--- src/rtl/nvram_backup_ctrl.sv ---
// Moves the 8 KiB CD-i NVRAM between the HPS save image and cditop's NVRAM port B:
// restore on mount, backup on save request or after a quiet period following CPU writes.
module nvram_backup_ctrl #(
    parameter int unsigned SAVE_DELAY = 30_000_000
) (
    input  logic        clk,
    input  logic        reset_n,
    input  logic        img_mounted,
    input  logic        img_readonly,
    input  logic [63:0] img_size,
    input  logic        autosave_en,
    input  logic        save_req,
    input  logic        nvram_cpu_changed,
    input  logic [7:0]  nvram_backup_data,
    output logic [12:0] nvram_backup_restore_adr,
    output logic [7:0]  nvram_restore_data,
    output logic        nvram_restore_write,
    output logic        nvram_allow_cpu_access,
    output logic [31:0] sd_lba,
    output logic        sd_rd,
    output logic        sd_wr,
    input  logic        sd_ack,
    input  logic [8:0]  sd_buff_addr,
    input  logic [7:0]  sd_buff_dout,
    input  logic        sd_buff_wr,
    output logic [7:0]  sd_buff_din,
    output logic        busy
);

    typedef enum logic [2:0] {
        StIdle,
        StReq,
        StWaitAckHi,
        StWaitAckLo,
        StNext
    } state_e;

    state_e      state_q, state_d;
    logic        dir_q, dir_d;
    logic [3:0]  sector_q, sector_d;
    logic        sd_rd_q, sd_rd_d;
    logic        sd_wr_q, sd_wr_d;
    logic [31:0] sd_lba_q, sd_lba_d;
    logic        mounted_q, mounted_d;
    logic        ro_q, ro_d;
    logic        mount_pend_q, mount_pend_d;
    logic        save_pend_q, save_pend_d;
    logic        dirty_q, dirty_d;
    logic [31:0] idle_cnt_q, idle_cnt_d;

    logic        mount_clr;
    logic        save_clr;
    logic        dirty_clr;
    logic        can_backup;
    logic        autosave_due;

    always_ff @(posedge clk or negedge reset_n) begin
        if (!reset_n) begin
            state_q      <= StIdle;
            dir_q        <= 1'b0;
            sector_q     <= 4'd0;
            sd_rd_q      <= 1'b0;
            sd_wr_q      <= 1'b0;
            sd_lba_q     <= 32'd0;
            mounted_q    <= 1'b0;
            ro_q         <= 1'b0;
            mount_pend_q <= 1'b0;
            save_pend_q  <= 1'b0;
            dirty_q      <= 1'b0;
            idle_cnt_q   <= 32'd0;
        end else begin
            state_q      <= state_d;
            dir_q        <= dir_d;
            sector_q     <= sector_d;
            sd_rd_q      <= sd_rd_d;
            sd_wr_q      <= sd_wr_d;
            sd_lba_q     <= sd_lba_d;
            mounted_q    <= mounted_d;
            ro_q         <= ro_d;
            mount_pend_q <= mount_pend_d;
            save_pend_q  <= save_pend_d;
            dirty_q      <= dirty_d;
            idle_cnt_q   <= idle_cnt_d;
        end
    end

    assign can_backup   = mounted_q && !ro_q;
    assign autosave_due = dirty_q && autosave_en && can_backup && (idle_cnt_q >= SAVE_DELAY);

    always_comb begin
        state_d    = state_q;
        dir_d      = dir_q;
        sector_d   = sector_q;
        sd_rd_d    = sd_rd_q;
        sd_wr_d    = sd_wr_q;
        sd_lba_d   = sd_lba_q;
        mounted_d  = mounted_q;
        ro_d       = ro_q;
        idle_cnt_d = idle_cnt_q;
        mount_clr  = 1'b0;
        save_clr   = 1'b0;
        dirty_clr  = 1'b0;

        if (img_mounted) begin
            mounted_d = (img_size != 64'd0);
            ro_d      = img_readonly;
        end

        if (nvram_cpu_changed) begin
            idle_cnt_d = 32'd0;
        end else if (idle_cnt_q != 32'hFFFF_FFFF) begin
            idle_cnt_d = idle_cnt_q + 32'd1;
        end

        case (state_q)
            StIdle: begin
                // Requests that can never be served by the current image are dropped.
                if (!mounted_q) begin
                    mount_clr = 1'b1;
                end
                if (!can_backup) begin
                    save_clr = 1'b1;
                end
                if (mount_pend_q && mounted_q) begin
                    state_d   = StReq;
                    dir_d     = 1'b0;
                    sector_d  = 4'd0;
                    mount_clr = 1'b1;
                end else if ((save_pend_q && can_backup) || autosave_due) begin
                    state_d   = StReq;
                    dir_d     = 1'b1;
                    sector_d  = 4'd0;
                    save_clr  = 1'b1;
                    dirty_clr = 1'b1;
                end
            end
            StReq: begin
                sd_lba_d = {28'd0, sector_q};
                sd_rd_d  = !dir_q;
                sd_wr_d  = dir_q;
                state_d  = StWaitAckHi;
            end
            StWaitAckHi: begin
                if (sd_ack) begin
                    sd_rd_d = 1'b0;
                    sd_wr_d = 1'b0;
                    state_d = StWaitAckLo;
                end
            end
            StWaitAckLo: begin
                if (!sd_ack) begin
                    state_d = StNext;
                end
            end
            StNext: begin
                if (sector_q == 4'hF) begin
                    state_d = StIdle;
                end else begin
                    sector_d = sector_q + 4'd1;
                    state_d  = StReq;
                end
            end
            default: begin
                state_d = StIdle;
            end
        endcase

        // A new event in the same cycle as its consumption must not be lost.
        mount_pend_d = img_mounted || (mount_pend_q && !mount_clr);
        save_pend_d  = save_req || (save_pend_q && !save_clr);
        dirty_d      = nvram_cpu_changed || (dirty_q && !dirty_clr);
    end

    assign nvram_backup_restore_adr = {sector_q, sd_buff_addr};
    assign nvram_restore_data       = sd_buff_dout;
    assign nvram_restore_write      = sd_buff_wr && sd_ack && (state_q == StWaitAckLo) && !dir_q;
    assign sd_buff_din              = nvram_backup_data;
    assign nvram_allow_cpu_access   = (state_q == StIdle);
    assign busy                     = (state_q != StIdle);
    assign sd_rd                    = sd_rd_q;
    assign sd_wr                    = sd_wr_q;
    assign sd_lba                   = sd_lba_q;

endmodule

--- config.mk ---
export PLATFORM = sky130hd
export DESIGN_NAME = nvram_backup_ctrl
export DESIGN_NICKNAME = d
export VERILOG_FILES = /design/src/rtl/nvram_backup_ctrl.sv
export SDC_FILE = /design/constraint.sdc
export NUM_CORES = 1
export LEC_CHECK = 0
export ABC_AREA = 1
export CELL_PAD_IN_SITES_DETAIL_PLACEMENT = 0
export CELL_PAD_IN_SITES_GLOBAL_PLACEMENT = 1
export CORE_MARGIN = 2
export CORE_UTILIZATION = 30
export CTS_CLUSTER_DIAMETER = 200
export DETAILED_ROUTE_END_ITERATION = 10
export PLACE_DENSITY = 0.92
export SLEW_MARGIN = 20
export SYNTH_ARGS = -nofsm -noshare
export SYNTH_HDL_FRONTEND = slang
export SYNTH_SLANG_ARGS = --single-unit
export TNS_END_PERCENT = 10
--- constraint.sdc ---
create_clock -name clk -period 1.7 [get_ports clk]
set_input_delay 0.255 -clock clk [delete_from_list [all_inputs] [get_ports clk]]
set_output_delay 0.255 -clock clk [all_outputs]
set_load 0.05 [all_outputs]
==> flow_metrics.tcl <==
set metrics [dict create \
    max_freq_mhz 619.6 \
    ant_nets 0 \
    power_frac_seq 0.381 \
    post-route-util 0.3956 \
    first_pass_iters 4 \
    hold_viol_final 0 \
    routedWlPerCell_um 13.39 \
    yosys.area.top_type "dfrtp_1" \
    multi_input_area_um2 1936 \
    setup_viol 0 \
    p_total_mw 3.704 \
    p_leak_nw 2.171 \
    crit_type "flop to flop" \
    drc 0 \
    antenna_found_initial 0 \
    final_common_cell "nand2_1" \
    crit_fanout 5 \
    period_minus_slack_ns 1.614 \
    cap_violations 0 \
    n_antenna_cell 0 \
    chipHeight_um 115.4 \
    grt_pass1_wl_um 15870 \
    end_kind "flop" \
    fin_ws_ns 0.08596 \
    num_vias 3418 \
    cts_buffers 5 \
    via_per_inst 4.663 \
    fillerInstances 1197 \
    hpwlAfterDp_um 7860 \
    crit_arrival_ns 1.82 \
    syn_inst 486 \
    grt_max_degree 52 \
    switching_power_mw 1.334 \
    netlist.area_leader.share 0.3430 \
    finalInstanceArea_um2 4772 \
    cts_max_path_buffers 2 \
    io_buffers 85 \
    syn_avg_cell_area_um2 7.657 \
    timing.final.crit_share 0.9494 \
    internal-power_mw 2.370 \
    synthesis.area_um2 3721 \
    synth_area_leaders "dfrtp_1, buf_4, nand2_1, nand3_1, nor2_1" \
    path_clk_slew_ns 0.07 \
    setup-tns-final_ns 0 \
    synth-seq-area-share 0.3430 \
    synth-edff-count 0 \
    core_area_um2 12060 \
    rows 40 \
    drt_wl_total_um 9818 \
    synth_ff_type "dfrtp_1" \
    pwr-share-comb 0.357 \
    areaGrowthSynthToFinish_pct 28.24 \
    grt_pass1_vias 3281 \
    cts-root-buf "clkbuf_16" \
    clock_latency_ns 0.30 \
    cts_tree "yes" \
    ff_latch_area_um2 1279 \
    cp_data_required_time_ns 1.90 \
    power_density_nw_per_um2 776.2 \
    hp-class "flop to flop" \
    dpl_cell_area_um2 4557 \
    final_cell_mix "nand2_1, clkdlybuf4s50_1, dfrtp_1, nand3_1, inv_1" \
    pre_cts_ws_ns 0.09143 \
    status "finished, final reports clean" \
    power_frac_clock 0.262 \
    die_area_um2 13310 \
    worst_setup_path_start_kind "flop" \
    irDropWorstVdd_v 0.0004244 \
    nNetsFinal 665 \
    drive_gt1_frac 0.2088 \
    fin_skew_ns 0.01037 \
    dr.first_iter.drc_count 248 \
    gp_congestion 0.9228 \
    swShare 0.3601 \
    ys.warnings.count 0 \
    async_flop_share 1.000 \
    h-tree-depth 2 \
    dieWidth_um 115.4 \
    cts_sinks 51 \
    maxSlewViolCount 0 \
    start_util 0.3085 \
    rsz0062_at_grt "true" \
    grt_overflow 0 \
    grt_usage 0.1492 \
    synth_cell_types 42 \
    ys_ff_latch 51 \
    io_pins 164 \
]
-- state kept, by name, summed over array words and instances, names as in the netlist --
register	flops
idle_cnt_q	32
sd_lba	4
sector_q	4
state_q	3
dir_q	1
dirty_q	1
mount_pend_q	1
mounted_q	1
ro_q	1
save_pend_q	1
sd_rd	1
sd_wr	1
-- power by group through the flow --
stage	Sequential [mW]	Clock, mW	Combinational (mW)
after global routing	1.43	1.05	1.42
after global placement	1.43	0	1.29
final	1.41	0.972	1.32
after floorplan	1.54	0	0.865
after CTS	1.41	1.01	1.32
after detailed placement	1.43	0	1.31
-- metrics by stage --
stage / hold slack, ns / instances
4_1_cts: 0.4761 / 730
2_1_floorplan: -0.04059 / 513
3_5_place_dp: 0.2737 / 721
6_report: 0.4725 / 733
5_1_grt: 0.4911 / 733
3_3_place_gp: 0.2664 / 721
-- layer usage --
layer | vias to the layer above | part of all wire | global-route usage
li1 | 1689 | - | -
met1 | 1593 | 0.44 | 0.1949
met2 | 106 | 0.48 | 0.2421
met3 | 30 | 0.051 | 0.02478
met4 | 0 | 0.031 | 0.06667
met5 | - | 0 | 0
-- final cells by class --
type                       count  share of cell area
clock inverter                 1            0.001049
multi-input combinational    353              0.4056
inverter                      48             0.03802
clock buffer                   7             0.02779
sequential                    51              0.2680
tap                          168             0.04405
timing repair buffer         105              0.2155
-- cells in the mapped netlist, types with 3 or more instances --
master	count
a21oi_1	7
and3_1	3
buf_4	54
buf_6	4
dfrtp_1	51
ha_1	3
inv_1	41
inv_2	6
mux2_2	4
nand2_1	103
nand2_2	9
nand3_1	42
nand3_2	3
nand4_1	16
nor2_1	47
nor2_2	3
nor2_4	6
nor3_1	6
nor3_2	10
nor4_1	16
o21ai_0	9
o31ai_1	9
or2_2	10
-- repair_timing --
action                                  4_1_cts  5_1_grt
setup buffers                                 0        3
endpoints found under the setup margin        0       34
resized for setup                             0       16
hold buffers                                  1        0
hold endpoints to repair                     51        0
-- path summary, 6_finish.rpt --
path                               start              to  slack [ns]  cells past startpoint
setup / recovery           idle_cnt_q[0]  idle_cnt_q[14]        0.09                      8
hold / removal                   dirty_q         dirty_q        0.47                      2
setup reg to reg           idle_cnt_q[0]  idle_cnt_q[14]        0.09                      8
hold reg to reg                  dirty_q         dirty_q        0.47                      2
max in group asynchronous        reset_n  idle_cnt_q[20]        0.97                      3
min in group asynchronous        reset_n  idle_cnt_q[26]        0.48                      3
-- worst max-delay path: stages (launching register included) --
cell	delay (ns)
dfrtp_1	0.36
ha_2	0.23
nand3_2	0.10
clkinv_2	0.10
buf_4	0.13
nand2_2	0.09
nor2_1	0.23
nor2_1	0.07
o31ai_1	0.23
-- cells by family (layout without fill, tap and decap cells) --
logic type               count (synthesis)  in the layout  share of synthesized area
AND/OR/NAND/NOR                        284            284                     0.3961
buffers and inverters                  109            161                     0.1755
flip-flops                              51             51                     0.3430
AO/OA/AOI/OAI                           32             32                    0.05750
multiplexers                             4              4                    0.01210
adder cells (fa/ha/maj)                  3              3                    0.01009
XOR/XNOR                                 2              2                   0.004708
other                                    1             28                   0.001008
Note: power is estimated with default switching activity, not from simulation.
